File: config.mk
export PLATFORM = sky130hd
export DESIGN_NAME = serial_addsub_ctrl_flat
export DESIGN_NICKNAME = d
export VERILOG_FILES = /design/src/rtl/serial_addsub_ctrl_pkg.sv /design/src/rtl/serial_addsub_ctrl_if.sv /design/src/rtl/serial_addsub_ctrl_add1b.sv /design/src/rtl/serial_addsub_ctrl.sv /design/src/flat_wrapper.sv
export SDC_FILE = /design/constraint.sdc
export NUM_CORES = 1
export LEC_CHECK = 0
export ABC_AREA = 0
export BUFFER_PORTS_ARGS = -buffer_cell sky130_fd_sc_hd__buf_2
export CORE_MARGIN = 4
export CORE_UTILIZATION = 54
export DETAILED_ROUTE_END_ITERATION = 16
export PLACE_DENSITY_LB_ADDON = 0.25
export SLEW_MARGIN = 20
export SYNTH_ARGS = -nofsm -noshare
export SYNTH_HDL_FRONTEND = slang
export SYNTH_SLANG_ARGS = --single-unit
File: constraint.sdc
create_clock -name clk -period 2.3 [get_ports clk]
set_input_delay 0.345 -clock clk [delete_from_list [all_inputs] [get_ports clk]]
set_output_delay 0.345 -clock clk [all_outputs]
set_load 0.005 [all_outputs]
File: src/rtl/serial_addsub_ctrl_pkg.sv
// Shared definitions for the bit-serial add/subtract unit.
// Holds the controller state encodings and the default datapath width shared with the ALU.
package serial_addsub_ctrl_pkg;

    localparam int unsigned DEFAULT_WIDTH = 16;
    localparam int unsigned DEFAULT_CNT_W = 5;

    typedef enum logic [1:0] {
        ST_IDLE = 2'd0,
        ST_RUN  = 2'd1,
        ST_DONE = 2'd2
    } state_t;

endpackage

File: src/rtl/serial_addsub_ctrl_if.sv
// Handshake and operand/result bundle between the ALU control FSM and the serial add/sub unit.
//   master: drives start, sub, a, b; observes busy, done, result, cout, overflow, zero.
//   slave : the serial unit, the mirror image.
interface serial_addsub_ctrl_if
    import serial_addsub_ctrl_pkg::*;
#(
    parameter int unsigned WIDTH = DEFAULT_WIDTH
);
    logic             start;
    logic             sub;
    logic [WIDTH-1:0] a;
    logic [WIDTH-1:0] b;
    logic             busy;
    logic             done;
    logic [WIDTH-1:0] result;
    logic             cout;
    logic             overflow;
    logic             zero;

    modport master (
        output start, sub, a, b,
        input  busy, done, result, cout, overflow, zero
    );

    modport slave (
        input  start, sub, a, b,
        output busy, done, result, cout, overflow, zero
    );
endinterface

File: src/rtl/serial_addsub_ctrl_add1b.sv
// add1b: one-bit full adder, the single datapath slice of the serial unit.
//   a, b, ci : addend bits and carry in
//   r, co    : sum bit and carry out
module add1b (
    input  logic a,
    input  logic b,
    input  logic ci,
    output logic co,
    output logic r
);
    assign r  = a ^ b ^ ci;
    assign co = (a & b) | (a & ci) | (b & ci);
endmodule

File: src/rtl/serial_addsub_ctrl.sv
// Bit-serial add/subtract controller: runs one add1b slice over WIDTH cycles, LSB first,
// with a registered carry, and presents the result plus flags behind a start/busy/done handshake.
//   clk, reset : rising-edge clock, asynchronous active-high reset
//   bus (slave): start/sub/a/b in; busy/done/result/cout/overflow/zero out (all registered)
module serial_addsub_ctrl
    import serial_addsub_ctrl_pkg::*;
#(
    parameter int unsigned WIDTH = DEFAULT_WIDTH,
    parameter int unsigned CNT_W = DEFAULT_CNT_W
) (
    input  logic                 clk,
    input  logic                 reset,
    serial_addsub_ctrl_if.slave  bus
);
    localparam logic [CNT_W-1:0] LAST_BIT = CNT_W'(WIDTH - 1);

    state_t           state, state_nxt;
    logic [WIDTH-1:0] opa_sr, opa_nxt;
    logic [WIDTH-1:0] opb_sr, opb_nxt;
    logic [WIDTH-1:0] res_sr, res_nxt;
    logic [CNT_W-1:0] count, count_nxt;
    logic             carry, carry_nxt;
    logic             busy_q, busy_nxt;
    logic             done_q, done_nxt;
    logic             cout_q, cout_nxt;
    logic             ovf_q, ovf_nxt;
    logic             zero_q, zero_nxt;
    logic             slice_co, slice_sum;

    add1b u_slice (
        .a  (opa_sr[0]),
        .b  (opb_sr[0]),
        .ci (carry),
        .co (slice_co),
        .r  (slice_sum)
    );

    // State and datapath registers
    always_ff @(posedge clk or posedge reset) begin
        if (reset) begin
            state  <= ST_IDLE;
            opa_sr <= '0;
            opb_sr <= '0;
            res_sr <= '0;
            count  <= '0;
            carry  <= 1'b0;
            busy_q <= 1'b0;
            done_q <= 1'b0;
            cout_q <= 1'b0;
            ovf_q  <= 1'b0;
            zero_q <= 1'b0;
        end else begin
            state  <= state_nxt;
            opa_sr <= opa_nxt;
            opb_sr <= opb_nxt;
            res_sr <= res_nxt;
            count  <= count_nxt;
            carry  <= carry_nxt;
            busy_q <= busy_nxt;
            done_q <= done_nxt;
            cout_q <= cout_nxt;
            ovf_q  <= ovf_nxt;
            zero_q <= zero_nxt;
        end
    end

    // Next-state, datapath and flag logic
    always_comb begin
        state_nxt = state;
        opa_nxt   = opa_sr;
        opb_nxt   = opb_sr;
        res_nxt   = res_sr;
        count_nxt = count;
        carry_nxt = carry;
        busy_nxt  = busy_q;
        done_nxt  = 1'b0;
        cout_nxt  = cout_q;
        ovf_nxt   = ovf_q;
        zero_nxt  = zero_q;

        case (state)
            ST_IDLE, ST_DONE: begin
                if (bus.start) begin
                    // Subtraction is a + ~b + 1: invert b and seed the carry with 1.
                    state_nxt = ST_RUN;
                    opa_nxt   = bus.a;
                    opb_nxt   = bus.sub ? ~bus.b : bus.b;
                    carry_nxt = bus.sub;
                    count_nxt = '0;
                    busy_nxt  = 1'b1;
                end else begin
                    state_nxt = ST_IDLE;
                end
            end
            ST_RUN: begin
                res_nxt   = {slice_sum, res_sr[WIDTH-1:1]};
                opa_nxt   = opa_sr >> 1;
                opb_nxt   = opb_sr >> 1;
                carry_nxt = slice_co;
                count_nxt = count + CNT_W'(1);
                if (count == LAST_BIT) begin
                    // carry still holds the carry into the MSB here
                    state_nxt = ST_DONE;
                    busy_nxt  = 1'b0;
                    done_nxt  = 1'b1;
                    cout_nxt  = slice_co;
                    ovf_nxt   = carry ^ slice_co;
                    zero_nxt  = (res_nxt == '0);
                end
            end
            default: begin
                state_nxt = ST_IDLE;
            end
        endcase
    end

    assign bus.busy     = busy_q;
    assign bus.done     = done_q;
    assign bus.result   = res_sr;
    assign bus.cout     = cout_q;
    assign bus.overflow = ovf_q;
    assign bus.zero     = zero_q;

endmodule
File: src/flat_wrapper.sv
// flat-port wrapper written by rule: the top's interface ports become plain ports
module serial_addsub_ctrl_flat import serial_addsub_ctrl_pkg::*;
#(
    parameter int unsigned WIDTH = DEFAULT_WIDTH,
    parameter int unsigned CNT_W = DEFAULT_CNT_W
)
  (clk, reset, bus_start, bus_sub, bus_a, bus_b, bus_busy, bus_done, bus_result, bus_cout, bus_overflow, bus_zero);
  serial_addsub_ctrl_if #(.WIDTH(WIDTH)) bus_i ();
  input  logic clk;
  input  logic reset;
  input wire logic [$bits(bus_i.start)-1:0] bus_start;
  input wire logic [$bits(bus_i.sub)-1:0] bus_sub;
  input wire logic [$bits(bus_i.a)-1:0] bus_a;
  input wire logic [$bits(bus_i.b)-1:0] bus_b;
  output wire logic [$bits(bus_i.busy)-1:0] bus_busy;
  output wire logic [$bits(bus_i.done)-1:0] bus_done;
  output wire logic [$bits(bus_i.result)-1:0] bus_result;
  output wire logic [$bits(bus_i.cout)-1:0] bus_cout;
  output wire logic [$bits(bus_i.overflow)-1:0] bus_overflow;
  output wire logic [$bits(bus_i.zero)-1:0] bus_zero;
  assign bus_i.start = bus_start;
  assign bus_i.sub = bus_sub;
  assign bus_i.a = bus_a;
  assign bus_i.b = bus_b;
  assign bus_busy = bus_i.busy;
  assign bus_done = bus_i.done;
  assign bus_result = bus_i.result;
  assign bus_cout = bus_i.cout;
  assign bus_overflow = bus_i.overflow;
  assign bus_zero = bus_i.zero;
  serial_addsub_ctrl #(.WIDTH(WIDTH), .CNT_W(CNT_W)) u_core (.clk(clk), .reset(reset), .bus(bus_i));
endmodule
==> results of run 1 <==
-- routing by layer --
| layer | global-route usage, % | up-vias | share of wire (%) |
|---|---|---|---|
| li1 | - | 1010 | - |
| met1 | 26.50 | 994 | 43 |
| met5 | 0 | - | 0 |
| met4 | 7.343 | 0 | 2.1 |
| met3 | 4.195 | 11 | 5.8 |
| met2 | 29.88 | 67 | 49 |
-- cells by family after synthesis --
kind of cell / count (synthesis) / share of synthesized area (%)
AND/OR/NAND/NOR: 115 / 18.33
AO/OA/AOI/OAI: 40 / 12.32
multiplexers: 3 / 1.157
buffers and inverters: 23 / 4.537
XOR/XNOR: 17 / 5.509
adder cells (fa/ha/maj): 3 / 1.667
flip-flops: 61 / 56.48
-- worst paths after layout --
check | start | end | slack [ns] | depth (start not counted)
max in group asynchronous | reset | u_core.opa_sr[14] | 1.58 | 3
setup reg to reg | u_core.count[0] | u_core.bus.cout | 0.58 | 5
hold reg to reg | u_core.bus.result[0] | u_core.bus.result[0] | 0.48 | 2
min in group clk | bus_a[11] | u_core.opa_sr[11] | 0.23 | 3
setup / recovery | u_core.count[0] | u_core.bus.cout | 0.58 | 5
hold / removal | reset | u_core.opb_sr[12] | 0.23 | 3
-- cell type report --
class,count,area [sq um]
clock inverter,4,70.07
sequential,61,1526
tap,67,83.83
inverter,4,15.01
multi-input combinational,178,1061
clock buffer,12,155.1
fill,390,1541
timing repair buffer,63,332.8
-- power breakdown --
part           switching, mW  internal, mW  leakage, nW  total, mW
sequential             0.339          1.55        0.773       1.88
clock                  0.403         0.666        0.116       1.07
combinational          0.862         0.716        0.783       1.58
-- sequential cells by signal, summed over array words and instances, names as in the netlist --
register,flops
u_core.bus.busy,1
u_core.bus.cout,1
u_core.bus.done,1
u_core.bus.overflow,1
u_core.bus.result,16
u_core.bus.zero,1
u_core.carry,1
u_core.count,5
u_core.opa_sr,16
u_core.opb_sr,16
u_core.state,2
-- worst max-delay path, delay by kind of cell, from the launching register on --
kind	cells	cell delay, ns
flip-flops	1	0.41
adder cells (fa/ha/maj)	2	0.41
AND/OR/NAND/NOR	2	0.41
multiplexers	1	0.37
-- cell usage in the layout (no fill, tap or decap), types with 2 or more instances in the layout --
cell / instances
buf_4: 7
nor4_1: 4
dfrtp_1: 61
ha_1: 2
buf_2: 56
a221o_1: 15
bufinv_16: 2
o21ai_0: 4
clkbuf_8: 11
nand3_1: 17
a22oi_1: 16
mux2i_1: 2
inv_1: 3
nand4_1: 2
a22o_1: 3
clkinv_2: 2
nand2b_1: 2
nor2_1: 15
nand2_1: 69
xnor2_1: 16
-- metrics by stage --
stage	cell area, sq um	setup slack, ns	instances	util [%]	hold slack [ns]
global route	3244	0.4655	389	67.79	0.2258
finish	3244	0.5764	389	67.79	0.2254
floorplan	2703	0.4420	262	-	0.4372
CTS	3244	0.5626	389	67.79	0.2258
detailed placement	3019	0.5802	373	63.09	0.4712
global placement	3019	0.6526	373	63.09	0.4545
==> reports/qor.txt, run 1 <==
Clock transition at the registers of the reported paths: 0.07 ns
DRC errors left: 0
Asr flop ratio synth: 100.0%
Net Count, Synth: 301
CTS sink cnt: 61
Tot Pwr: 4.531 mW
Max clock buf depth: 2
Setup bufs post-CTS: 0
Hold_buf cts: 0
Mapped Avg Cell Area: 10.32 sq um
TritonCTS Buffers: 9
Synthesized cell area: 0.002703 sq mm
Pwr dens: 1396 mW/mm^2
Root Buffer: clkbuf_8
RSZ-0062 raised after global routing: false
Area growth syn-to-layout: 20.05%
MaxCap Viol Count: 0
CTS resizes: 0
Worst-Margin Slew: 0.7425 ns
Final setup violating endpoints: 0
Worst EP arrival: 1.94 ns
WL final: 5545 um
Critical path data required time: 2.51 ns
HPWL after detailed placement: 3571 um
Slowest stage cell, crit path: dfrtp_1
Area contributors post-synth: dfrtp_1 (56%), nand2_1 (9.6%), a221o_1 (5.6%)
Leakage: 1.672 nW
CP Max Fanout: 8
Nets@finish: 356
Cells after Synth: 262
Layout cells sized above 1: 25.47%
Post-synthesis sequential area ratio: 56.48%
Post-synth EDFFs: 0
Post-synth top area cell: dfrtp_1
Vias/cell: 5.352
Vias in the first global route: 2010
Detail Route Antenna Nets: 0
Largest net degree at the start of global routing: 62
Share of the synthesized area in the top cell type: 56.48%
Pre-Repair DR Iteration Count: 4
CP Cell Sequence: ha_1, and3_1, ha_1, nand3b_1, mux2_2
Htree depth: 3
Clock Skews: 0.004965 ns
Crit start category: register
IO Port Bufs: 56
Core Area: 0.004786 sq mm
Top-count cell post-synth: nand2_1
Gp weighted congestion: 0.8385
Final Cycle Share: 74.94%
Status: complete, no violations
Max rail drop VDD: 0.8000 mV
Initial antenna violation count: 0
Slowest stage delay, CP: 0.41 ns
Yosys reg bits: 61
WL/cell: 14.25 um
Diode count: 0
Top Ports: 57
Max Freq: 0.5802 GHz
Hold Path Class: primary input to asynchronous set/reset pin
Critical path class: register to register
Slew headroom: 50.50%
Worst skew pair latency: 0.32 ns
Vias post-DR: 2082
Hold Fails Final Rpt: 0
Fin Setup TNS: 0 ns
Crit path top cell by count: ha_1
First-pass GRT wire length: 9418 um
TritonCTS clock tree: built
Die area: 0.006201 sq mm
Commonest cells post-synth: nand2_1 (69), dfrtp_1 (61), nand3_1 (17), a22oi_1 (16), xnor2_1 (16)
# rows: 25
Congestion Overflow GR: 0
Netlist cell types: 29
Die X: 78.75 um
Worst Setup End Kind: register
Prevailing post-synth register cell: dfrtp_1
Die Span Y: 78.75 um
Final-report max-slew violation count: 0
Starting DRT DRC Count: 196
Tmin final: 1.724 ns
Initial Utilization: 56.47%
GRT Total Usage: 19.21%
Ys Warns: 0
Note: power is estimated with default switching activity, not from simulation.
==> run 2, diff against run 1 <==
--- a/config.mk
+++ b/config.mk
@@ -8,7 +8,7 @@
 export ABC_AREA = 0
 export BUFFER_PORTS_ARGS = -buffer_cell sky130_fd_sc_hd__buf_2
 export CORE_MARGIN = 4
-export CORE_UTILIZATION = 54
+export CORE_UTILIZATION = 49
 export DETAILED_ROUTE_END_ITERATION = 16
 export PLACE_DENSITY_LB_ADDON = 0.25
 export SLEW_MARGIN = 20
==> constraint.sdc (replaced) <==
create_clock -name clk -period 1.4 [get_ports clk]
set_input_delay 0.21 -clock clk [delete_from_list [all_inputs] [get_ports clk]]
set_output_delay 0.21 -clock clk [all_outputs]
set_load 0.005 [all_outputs]
==> reports/qor.txt, run 2 (synthesis gave the netlist of run 1 again) <==
Pwr dens: 2228 mW/mm^2
Max Freq: 0.6855 GHz
Htree depth: 3
Hold Fails Final Rpt: 0
Gp weighted congestion: 0.7608
# rows: 26
Commonest non-fill, non-tap cells in the layout: nand2_1 (69), dfrtp_1 (61), buf_2 (56)
Layout cells sized above 1: 30.27%
Initial antenna violation count: 0
Pre-CTS WS: -0.05463 ns
Die X: 82.27 um
Crit start category: register
Area growth syn-to-layout: 27.08%
Critical path class: register to register
Max rail drop VDD: 1.134 mV
WL final: 5735 um
DRC errors left: 0
Final Cycle Share: 104.2%
R2R setup slack: -0.06 ns
Final-report max-slew violation count: 0
Top Ports: 57
Starting DRT DRC Count: 158
Violated checks: setup timing
Congestion Overflow GR: 0
Vias in the first global route: 1890
Tot Pwr: 7.652 mW
GRT Total Usage: 18.74%
Hold_ws: 0.08676 ns
Slack of the critical path: -0.05889 ns
Worst-Margin Slew: 0.4844 ns
Hold Path Class: primary input to register
Clock transition at the registers of the reported paths: 0.06 ns
MaxCap Viol Count: 0
Worst EP arrival: 1.68 ns
Slowest stage delay, CP: 0.39 ns
Critical path data required time: 1.62 ns
Slowest stage cell, crit path: dfrtp_1
TritonCTS Buffers: 9
Placed instance count: 387
Crit path max-delay family: flip-flops
Nets@finish: 371
Die area: 0.006768 sq mm
Final setup violating endpoints: 2
Number of fill cells: 434
Status: finished with violations
CP Cell Sequence: ha_2, and3_4, ha_4, nand3b_1, mux2_4
Core Area: 0.005238 sq mm
Core Util, Final: 65.58%
Vias/cell: 5.229
Diode count: 0
Non-filler cells, final: 407
Detail Route Antenna Nets: 0
Tmin final: 1.459 ns
Vias post-DR: 2128
TritonCTS clock tree: built
CP Max Fanout: 2
CTS sink cnt: 61
Leakage: 1.756 nW
Largest net degree at the start of global routing: 27
Pre-Repair DR Iteration Count: 4
IO Port Bufs: 56
Slew headroom: 67.64%
First-pass GRT wire length: 9356 um
RSZ-0062 raised after global routing: true
WL/cell: 14.09 um
Root Buffer: clkbuf_8
Commonest non-fill, non-tap cell in the layout: nand2_1
Buf/Inv on CP: 0
HPWL after detailed placement: 3845 um
Die Span Y: 82.27 um
Worst Setup End Kind: register
Max clock buf depth: 2
Initial Utilization: 51.60%
Worst skew pair latency: 0.34 ns
Clock Skews: 0.007182 ns
[run 2: through the flow]
stage / cell area [sq um] / setup TNS [ns]
2_1_floorplan: 2730 / -0.1150
3_3_place_gp: 3183 / -0.01239
3_5_place_dp: 3183 / -0.1039
4_1_cts: 3417 / -0.09525
5_1_grt: 3435 / -0.4126
6_report: 3435 / -0.07488
[run 2: what timing repair did]
item                                    4_1_cts  5_1_grt
endpoints found under the setup margin        3        7
endpoints found under the hold margin        18        0
hold buffers                                  1        0
pin swaps                                     1        1
gates resized for setup                       1        2
buffers inserted                              1        2
[run 2: per-layer routing]
metal  up-vias  global-route usage, %  part of all wire (%)
li1       1045                      -                     -
met5         -                      0                     0
met4         0                  10.47                   2.1
met3        10                  4.013                   4.5
met1      1028                  26.63                    46
met2        45                  26.52                    47
[run 2: where the power goes]
| part | switching [mW] | internal [mW] |
|---|---|---|
| clock | 0.670 | 0.958 |
| combinational | 1.49 | 1.45 |
| sequential | 0.541 | 2.54 |
| total | 2.71 | 4.95 |
[run 2: layout make-up]
cell class	instances	area, sq um	share of cell area [%]
clock inverter	4	45.04	1.311
clock buffer	12	165.2	4.809
multi-input combinational	178	1094	31.84
timing repair buffer	78	498.0	14.50
sequential	61	1526	44.44
inverter	4	18.77	0.5464
tap	70	87.58	2.550
[run 2: worst reg2reg max path, delay by kind of cell (launching register included)]
family / cells / cell delay [ns]
fa+ha+maj: 2 / 0.35
flops: 1 / 0.39
mux: 1 / 0.31
simple gates: 2 / 0.30
[run 2: final timing paths]
path	startpoint	end	depth (start not counted)
worst min register to register	u_core.bus.result[0]	u_core.bus.result[0]	2
min in group asynchronous	reset	u_core.bus.result[6]	3
worst min-delay path	bus_a[12]	u_core.opa_sr[12]	3
worst max-delay path	u_core.count[0]	u_core.bus.cout	5
max in group asynchronous	reset	u_core.opa_sr[4]	4
worst max register to register	u_core.count[0]	u_core.bus.cout	5
==> run 3, diff against run 2 <==
--- a/config.mk
+++ b/config.mk
@@ -11,6 +11,7 @@
 export CORE_UTILIZATION = 49
 export DETAILED_ROUTE_END_ITERATION = 16
 export PLACE_DENSITY_LB_ADDON = 0.25
+export SETUP_SLACK_MARGIN = 0.5
 export SLEW_MARGIN = 20
 export SYNTH_ARGS = -nofsm -noshare
 export SYNTH_HDL_FRONTEND = slang
==> reports/qor.txt, run 3 (synthesis gave the netlist of run 1 again) <==
Hold Path Class: primary input to register
Critical path class: register to register
Max rail drop VDD: 1.308 mV
Top Ports: 57
Clock transition at the registers of the reported paths: 0.07 ns
Slack of the critical path: -0.09854 ns
Core Area: 0.005238 sq mm
First-pass GRT wire length: 12320 um
Status: finished with violations
Commonest non-fill, non-tap cells in the layout: dfrtp_1 (59), buf_2 (55), nand2_1 (42)
TritonCTS clock tree: built
Final-report max-slew violation count: 0
Max clock buf depth: 2
Detail Route Antenna Nets: 0
CP Cell Sequence: ha_2, and3_4, ha_4, nand3b_1, buf_4, nand2_1, o21ai_1
Root Buffer: clkbuf_8
Vias in the first global route: 2430
Commonest non-fill, non-tap cell in the layout: dfrtp_1
Congestion Overflow GR: 0
Non-filler cells, final: 462
Starting DRT DRC Count: 150
Largest net degree at the start of global routing: 62
Worst skew pair latency: 0.34 ns
TritonCTS Buffers: 9
Area growth syn-to-layout: 61.02%
Hold_ws: 0.08865 ns
Vias post-DR: 2609
# rows: 26
WL/cell: 19.15 um
Final setup violating endpoints: 8
Pre-Repair DR Iteration Count: 5
Crit start category: register
MaxCap Viol Count: 0
DRC errors left: 0
Htree depth: 3
Placed instance count: 385
WL final: 8848 um
Final Cycle Share: 107.0%
Critical path data required time: 1.66 ns
CTS sink cnt: 61
Worst EP arrival: 1.76 ns
Die Span Y: 82.27 um
Slew headroom: 68.38%
CP Max Fanout: 7
Crit path max-delay family: flip-flops
Slowest stage delay, CP: 0.39 ns
Diode count: 0
Initial Utilization: 51.60%
Pwr dens: 2421 mW/mm^2
Number of fill cells: 264
HPWL after detailed placement: 3764 um
Worst Setup End Kind: register
Violated checks: setup timing
Die area: 0.006768 sq mm
Gp weighted congestion: 0.7614
Die X: 82.27 um
Clock Skews: 0.01011 ns
Slowest stage cell, crit path: dfrtp_1
Hold Fails Final Rpt: 0
Buf/Inv on CP: 1
IO Port Bufs: 56
GRT Total Usage: 25.05%
Max Freq: 0.6673 GHz
Tmin final: 1.499 ns
Worst-Margin Slew: 0.4700 ns
Leakage: 2.167 nW
RSZ-0062 raised after global routing: true
Initial antenna violation count: 0
Layout cells sized above 1: 55.36%
Nets@finish: 426
Vias/cell: 5.647
==> run 3: cell types whose count changed in the layout (fill, tap and decap cells not counted), sizes merged <==
| cell | before | now |
|---|---|---|
| buf | 77 | 130 |
| clkbuf | 12 | 15 |
| clkinv | 3 | 1 |
| nand2b | 2 | 4 |
| bufinv | 1 | 0 |
==> run 3: cell type report <==
type / instances / area (sq um) / area share, %
Timing Repair Buffer: 131 / 1131 / 25.99
Clock inverter: 1 / 5.005 / 0.1150
Sequential cell: 61 / 1529 / 35.14
Clock buffer: 15 / 166.4 / 3.824
Tap cell: 70 / 87.58 / 2.013
Multi-Input combinational cell: 180 / 1414 / 32.49
Inverter: 4 / 18.77 / 0.4313
==> run 3: worst paths after layout <==
kind	start	end	slack, ns	cells after the start
min in group asynchronous	reset	u_core.state[0]	0.50	4
worst max register to register	u_core.count[1]	u_core.bus.zero	-0.1	7
worst min-delay path	bus_a[13]	u_core.opa_sr[13]	0.09	3
worst max-delay path	u_core.count[1]	u_core.bus.zero	-0.1	7
worst min register to register	u_core.bus.result[0]	u_core.bus.result[0]	0.49	2
max in group asynchronous	reset	u_core.opa_sr[15]	0.63	4
==> run 3: repair_timing <==
action	in CTS	in global routing
endpoints found under the hold margin	61	0
pin swaps	11	35
gates cloned	6	0
setup endpoints to repair	82	82
hold buffers	1	0
setup buffers	39	15
gates resized for setup	50	48
==> run 3: metrics by stage <==
| step | worst slack (ns) | area [sq um] | TNS (ns) | util (%) | power [mW] |
|---|---|---|---|---|---|
| after global routing | -0.1663 | 4352 | -0.9278 | 83.09 | 11.04 |
| after floorplan | -0.1136 | 2895 | -0.1136 | - | 5.437 |
| final | -0.09854 | 4352 | -0.4039 | 83.09 | 10.54 |
| after detailed placement | -0.02626 | 3254 | -0.05229 | 62.14 | 6.283 |
| after CTS | -0.03225 | 4048 | -0.03225 | 77.28 | 9.437 |
| after global placement | 0.003853 | 3254 | 0 | 62.14 | 6.171 |
==> run 3: power by group <==
| part | leakage, nW | internal [mW] | switching, mW |
|---|---|---|---|
| clock | 0.0877 | 0.740 | 0.677 |
| sequential | 0.771 | 2.55 | 0.672 |
| combinational | 1.31 | 3.27 | 2.63 |
==> run 3: per-layer routing <==
metal / wire, um / global-route usage (%) / vias up / part of all wire, %
li1: - / - / 1154 / -
met1: 3493 / 30.51 / 1297 / 39
met2: 4481 / 41.35 / 133 / 51
met3: 657 / 6.725 / 25 / 7.4
met4: 214 / 11.46 / 0 / 2.4
met5: 0 / 0 / - / 0
==> run 3: worst reg2reg max path: stages, from the launching register on <==
cell	delay, ns
dfrtp_1	0.39
ha_2	0.19
and3_4	0.18
ha_4	0.15
nand3b_1	0.14
buf_4	0.19
nand2_1	0.07
o21ai_1	0.09
